<file path="src/rtl/fir_mavg_pkg.sv">
// Shared types and helpers for the multichannel boxcar moving-average filter.
package fir_mavg_pkg;

  typedef logic signed [23:0] sample_t;

  function automatic int acc_width(input int data_width, input int log2_taps);
    return data_width + log2_taps;
  endfunction

  // Clamp a wide signed value into the signed range of a dw-bit sample.
  function automatic logic signed [63:0] sat_to_sample(input logic signed [63:0] v, input int dw);
    logic signed [63:0] hi;
    logic signed [63:0] lo;
    hi = (64'sd1 <<< (dw - 1)) - 64'sd1;
    lo = -hi - 64'sd1;
    if (v > hi) return hi;
    if (v < lo) return lo;
    return v;
  endfunction

endpackage

</file>
<file path="src/rtl/fir_mavg_if.sv">
// Sample stream, control and result signals between the codec FIFOs and the filter.
interface fir_mavg_if #(
  parameter int CHANNELS   = 2,
  parameter int DATA_WIDTH = 24
);
  logic                           in_valid;
  logic [CHANNELS*DATA_WIDTH-1:0] d;
  logic                           bypass;
  logic                           clear;
  logic [CHANNELS*DATA_WIDTH-1:0] q;
  logic                           out_valid;
  logic                           primed;

  modport master (output in_valid, d, bypass, clear, input q, out_valid, primed);
  modport slave  (input in_valid, d, bypass, clear, output q, out_valid, primed);
endinterface

</file>
<file path="src/rtl/fir_mavg_multich_delay.sv">
// Per-channel circular sample buffer; read is combinational and sees the pre-write contents.
module fir_delay_line #(
  parameter int DATA_WIDTH = 24,
  parameter int LOG2_TAPS  = 3
) (
  input  logic                  clock,
  input  logic                  we,
  input  logic [LOG2_TAPS-1:0]  ptr,
  input  logic [DATA_WIDTH-1:0] din,
  output logic [DATA_WIDTH-1:0] oldest
);
  localparam int TAPS = 1 << LOG2_TAPS;

  logic [DATA_WIDTH-1:0] mem_q [TAPS];
  logic [DATA_WIDTH-1:0] mem_d [TAPS];

  always_comb begin
    mem_d = mem_q;
    if (we) mem_d[ptr] = din;
  end

  // No reset: stale contents are masked by the shared fill count.
  always_ff @(posedge clock) begin
    mem_q <= mem_d;
  end

  assign oldest = mem_q[ptr];
endmodule

</file>
<file path="src/rtl/fir_mavg_multich.sv">
// CHANNELS-wide boxcar moving average with full-precision running sums and 1-cycle latency.
module fir_mavg_multich
  import fir_mavg_pkg::*;
#(
  parameter int DATA_WIDTH = 24,
  parameter int LOG2_TAPS  = 3,
  parameter int CHANNELS   = 2,
  parameter int ROUND      = 0
) (
  input logic       clock,
  input logic       reset,
  fir_mavg_if.slave bus
);
  localparam int TAPS = 1 << LOG2_TAPS;
  localparam int AW   = acc_width(DATA_WIDTH, LOG2_TAPS);
  localparam logic [LOG2_TAPS:0] TAPS_C = (LOG2_TAPS + 1)'(TAPS);
  localparam logic signed [AW:0] RND_C =
    (ROUND != 0) ? ((AW + 1)'(1) << (LOG2_TAPS - 1)) : '0;

  logic [LOG2_TAPS-1:0]           ptr_q, ptr_d;
  logic [LOG2_TAPS:0]             fill_q, fill_d;
  logic signed [AW-1:0]           sum_q [CHANNELS];
  logic signed [AW-1:0]           sum_d [CHANNELS];
  logic [DATA_WIDTH-1:0]          oldest [CHANNELS];
  logic [CHANNELS*DATA_WIDTH-1:0] q_q, q_d;
  logic                           out_valid_q, out_valid_d;
  logic                           primed_q, primed_d;
  logic                           take;

  assign take = bus.in_valid && !bus.clear;

  for (genvar c = 0; c < CHANNELS; c++) begin : g_line
    fir_delay_line #(.DATA_WIDTH(DATA_WIDTH), .LOG2_TAPS(LOG2_TAPS)) u_line (
      .clock  (clock),
      .we     (take),
      .ptr    (ptr_q),
      .din    (bus.d[c*DATA_WIDTH +: DATA_WIDTH]),
      .oldest (oldest[c])
    );
  end

  always_comb begin
    logic [DATA_WIDTH-1:0] din;
    logic [DATA_WIDTH-1:0] old;
    logic signed [AW-1:0]  nxt;
    logic signed [AW:0]    g;
    logic signed [AW:0]    shifted;
    logic signed [63:0]    sat;
    ptr_d       = ptr_q;
    fill_d      = fill_q;
    q_d         = q_q;
    out_valid_d = take;
    din         = '0;
    old         = '0;
    nxt         = '0;
    g           = '0;
    shifted     = '0;
    sat         = '0;
    for (int c = 0; c < CHANNELS; c++) begin
      din = bus.d[c*DATA_WIDTH +: DATA_WIDTH];
      old = (fill_q == TAPS_C) ? oldest[c] : '0;
      nxt = sum_q[c] + {{LOG2_TAPS{din[DATA_WIDTH-1]}}, din}
                     - {{LOG2_TAPS{old[DATA_WIDTH-1]}}, old};
      // Guard bit keeps the rounding add from wrapping at full scale.
      g       = {nxt[AW-1], nxt} + RND_C;
      shifted = g >>> LOG2_TAPS;
      sat     = sat_to_sample(64'(shifted), DATA_WIDTH);
      sum_d[c] = bus.clear ? '0 : (take ? nxt : sum_q[c]);
      if (take) q_d[c*DATA_WIDTH +: DATA_WIDTH] = bus.bypass ? din : sat[DATA_WIDTH-1:0];
    end
    if (bus.clear) begin
      ptr_d  = '0;
      fill_d = '0;
    end else if (take) begin
      ptr_d = ptr_q + LOG2_TAPS'(1);
      if (fill_q != TAPS_C) fill_d = fill_q + (LOG2_TAPS + 1)'(1);
    end
    primed_d = (fill_d == TAPS_C);
  end

  always_ff @(posedge clock) begin
    if (!reset) begin
      ptr_q       <= '0;
      fill_q      <= '0;
      q_q         <= '0;
      out_valid_q <= 1'b0;
      primed_q    <= 1'b0;
      for (int c = 0; c < CHANNELS; c++) sum_q[c] <= '0;
    end else begin
      ptr_q       <= ptr_d;
      fill_q      <= fill_d;
      q_q         <= q_d;
      out_valid_q <= out_valid_d;
      primed_q    <= primed_d;
      for (int c = 0; c < CHANNELS; c++) sum_q[c] <= sum_d[c];
    end
  end

  assign bus.q         = q_q;
  assign bus.out_valid = out_valid_q;
  assign bus.primed    = primed_q;
endmodule

</file>
<file path="src/flat_wrapper.sv">
// flat-port wrapper written by rule: the top's interface ports become plain ports
module fir_mavg_multich_flat import fir_mavg_pkg::*;
#(
  parameter int DATA_WIDTH = 24,
  parameter int LOG2_TAPS  = 3,
  parameter int CHANNELS   = 2,
  parameter int ROUND      = 0
)
  (clock, reset, bus_in_valid, bus_d, bus_bypass, bus_clear, bus_q, bus_out_valid, bus_primed);
  fir_mavg_if #(.CHANNELS(CHANNELS), .DATA_WIDTH(DATA_WIDTH)) bus_i ();
  input logic clock;
  input logic reset;
  input wire logic [$bits(bus_i.in_valid)-1:0] bus_in_valid;
  input wire logic [$bits(bus_i.d)-1:0] bus_d;
  input wire logic [$bits(bus_i.bypass)-1:0] bus_bypass;
  input wire logic [$bits(bus_i.clear)-1:0] bus_clear;
  output wire logic [$bits(bus_i.q)-1:0] bus_q;
  output wire logic [$bits(bus_i.out_valid)-1:0] bus_out_valid;
  output wire logic [$bits(bus_i.primed)-1:0] bus_primed;
  assign bus_i.in_valid = bus_in_valid;
  assign bus_i.d = bus_d;
  assign bus_i.bypass = bus_bypass;
  assign bus_i.clear = bus_clear;
  assign bus_q = bus_i.q;
  assign bus_out_valid = bus_i.out_valid;
  assign bus_primed = bus_i.primed;
  fir_mavg_multich #(.DATA_WIDTH(DATA_WIDTH), .LOG2_TAPS(LOG2_TAPS), .CHANNELS(CHANNELS), .ROUND(ROUND)) u_core (.clock(clock), .reset(reset), .bus(bus_i));
endmodule
</file>
<file path="config.mk">
export PLATFORM = sky130hd
export DESIGN_NAME = fir_mavg_multich_flat
export DESIGN_NICKNAME = d
export VERILOG_FILES = /design/src/rtl/fir_mavg_pkg.sv /design/src/rtl/fir_mavg_if.sv /design/src/rtl/fir_mavg_multich_delay.sv /design/src/rtl/fir_mavg_multich.sv /design/src/flat_wrapper.sv
export SDC_FILE = /design/constraint.sdc
export NUM_CORES = 1
export LEC_CHECK = 0
export BUFFER_PORTS_ARGS = -buffer_cell sky130_fd_sc_hd__buf_4
export CAP_MARGIN = 20
export CORE_MARGIN = 3
export CORE_UTILIZATION = 25
export DETAILED_ROUTE_END_ITERATION = 8
export GPL_TIMING_DRIVEN = 0
export PLACE_DENSITY_LB_ADDON = 0.12
export SLEW_MARGIN = 20
export SYNTH_ARGS = -nofsm -noshare
export SYNTH_HDL_FRONTEND = slang
export SYNTH_HIERARCHICAL = 1
export SYNTH_SLANG_ARGS = --single-unit
</file>
<file path="constraint.sdc">
create_clock -name clock -period 3.95 [get_ports clock]
set_input_delay 0.79 -clock clock [delete_from_list [all_inputs] [get_ports clock]]
set_output_delay 0.79 -clock clock [all_outputs]
set_load 0.05 [all_outputs]
</file>
==> qor.yml <==
design_area_um2: 32300
ys_ff_latch: 495
setup_viol: 59
wire_per_inst_um: 24.1
clk_path_buf_depth: 3
final_cells: 3403
top_usage_layer: "met2"
synth_most_common_cell: "edfxtp_1"
grtUsageMet2: 0.257
ys_warn_count: 6
drt-pass1-iter-count: 5
worstSkewPairLatency_ns: 0.66
core-area_um2: 95700
cts_tree: "done"
met3_usage: 0.0261
skew_ns: 0.0627
num_antenna_cells: 0
max_slew.worst_pin.slew_ns: 1.19
slew_viol_final: 0
rsz0062_at_grt: "true"
syn_nets: 1969
synthFlopType: "edfxtp_1"
numCtsBuffers: 59
cp.required_ns: 4.45
antenna_found_initial: 4
gp_congestion: 0.861
grt_util_met1: 0.216
htreeDepth: 2
place_area_um2: 27200
grt_max_degree: 19
netlist_area_um2: 24300
die_area_um2: 101000
synthTopCellsByCount: "edfxtp_1, inv_1, dfxtp_1"
grt_pass1_wl_mm: 117
period_share: 1.06
io_buffers: 100
dpl.hpwl_mm: 56.7
worstHoldStart: "bus_d[16]"
synth.distinct_cells: 72
overflow: 0
outcome: "finished, violations left"
pre_cts_slack_ns: -1.08
min-delay-path-class: "input pin to flop"
vias: 15900
wl_mm: 82.1
grt_pass1_vias: 16400
synth_top_area_frac: 0.474
clkTransAtPathRegs_ns: 0.06
ir_worst_vdd_mv: 0.318
die_width_um: 318
crit_path_end_kind: "flop"
setup_slack_ns: -0.241
nets: 2255
areaGrowthSynthToFinish_pct: 33.1
clock.fmax_mhz: 239
detail-route-antenna-nets: 0
crit_start: "u_core/ptr_q[0]"
finalHoldViolations: 0
clockRootBuffer: "clkbuf_16"
synth-edff-count: 384
violations: "negative setup slack"
worstPathMaxFanout: 5
powerDensity_nw_per_um2: 471
drive_gt1_frac: 0.367
num_io_pins: 103
drt_iter0_drc: 919
post-place-cells: 3190
track_usage: 0.157
syn_avg_cell_area_um2: 13.5
ys_seq_area_frac: 0.566
initial_core_util: 0.254
viasPerCell: 4.69
drv_cap: 0
cts_sinks: 495
drcViolationCount: 0
syn_inst: 1805
synthTopCellsByArea: "edfxtp_1, dfxtp_1, mux4_1, fa_1, inv_1"
synth_top_cell_by_area: "edfxtp_1"
slew_headroom: 0.207
path_class: "flop to flop"
start_kind: "flop"
p_leak_uw: 0.0115
fp.dieH_um: 318
finalSetupTns_ns: -6.93
utilization: 0.338
layout_min_cycle_time_ns: 4.19
critPathArrivalTime_ns: 4.70
num_rows: 113
r2r_start: "u_core/ptr_q[0]"
async_flop_share: 0
## final timing paths
kind | cells past startpoint | to | slack [ns]
setup reg to reg | 16 | u_core/bus.q[41] | -0.24
hold / removal | 1 | u_core/g_line[0].u_line/mem_q[40] | 0.38
setup / recovery | 16 | u_core/bus.q[41] | -0.24
hold reg to reg | 2 | u_core/sum_q[0][19] | 0.45
## layout by cell type (no fill, tap or decap), types with 23 or more instances in the layout
cell type | synthesis | final
and2_4 | 0 | 28
o21ai_0 | 67 | 40
dfxtp_1 | 111 | 110
mux4_1 | 76 | 41
and2_1 | 51 | 23
buf_12 | 0 | 25
buf_4 | 2 | 183
clkbuf_16 | 0 | 62
edfxtp_1 | 384 | 384
buf_6 | 18 | 41
mux2_4 | 0 | 28
mux4_2 | 20 | 55
inv_1 | 214 | 200
mux2i_1 | 33 | 33
a21oi_1 | 95 | 54
nand3_1 | 32 | 25
fa_1 | 52 | 49
ha_4 | 0 | 38
clkbuf_1 | 48 | 44
nand2_1 | 101 | 75
a21oi_2 | 4 | 24
nor2_1 | 105 | 80
## area by class of cell
cell class / count / area (um^2)
plain buffers: 85 / 677
clock buffers: 67 / 1520
clock inverters: 41 / 442
fillers: 9338 / 63400
inverters: 215 / 807
multi-input cells: 1002 / 11300
flip-flops and latches: 495 / 13800
well taps: 1265 / 1580
repair buffers: 233 / 2240
## flip-flops by register name, summed over array words and instances (netlist names)
register and flops:
u_core/ptr_q 3, u_core/g_line.u_line/mem_q 384, u_core/bus.out_valid 1, u_core/fill_q 4
u_core/sum_q 54, u_core/bus.q 48, u_core/bus.primed 1
## critical path: stages, from the launching register on
cell       delay [ns]
dfxtp_4          0.42
buf_12           0.15
buf_12           0.13
mux4_2           0.54
mux2_4           0.29
and2_4           0.15
fa_1             0.51
inv_2            0.06
fa_2             0.38
a21oi_4          0.20
o2111ai_4        0.17
a31oi_4          0.29
o31ai_4          0.15
buf_4            0.16
a31o_4           0.23
xnor2_2          0.13
a21oi_1          0.08
## logic make-up after synthesis
kind of cell / after synthesis / synth area share
mux: 178 / 0.137
fa+ha+maj: 111 / 0.0732
flops: 495 / 0.566
xor+xnor: 52 / 0.0187
buf+inv: 308 / 0.0546
compound gates: 291 / 0.0774
simple gates: 370 / 0.0733
## metrics by stage
step           power [uW]  hold WS (ns)
2_1_floorplan        7590         0.425
3_3_place_gp         8440         0.439
3_5_place_dp         8460         0.445
4_1_cts             14800         0.323
5_1_grt             15900         0.347
6_report            15200         0.377
## repair_timing
| action | 4_1_cts | 5_1_grt |
|---|---|---|
| gates cloned | 3 | 3 |
| buffers inserted | 48 | 65 |
| hold buffers | 0 | 0 |
| setup endpoints to repair | 102 | 91 |
| gates resized for setup | 359 | 191 |
| pin swaps | 89 | 126 |
## power by group
group	total [uW]	switching [uW]	internal, uW
Sequential	5820	85.0	5740
Combinational	3920	2220	1710
Clock	5490	2320	3170
## metal layers
metal | part of all wire | vias up
met5 | 0.00016 | -
met4 | 0.025 | 2
met3 | 0.044 | 109
met2 | 0.47 | 349
met1 | 0.46 | 8316
li1 | - | 7169
(Power assumes the default switching activity.)
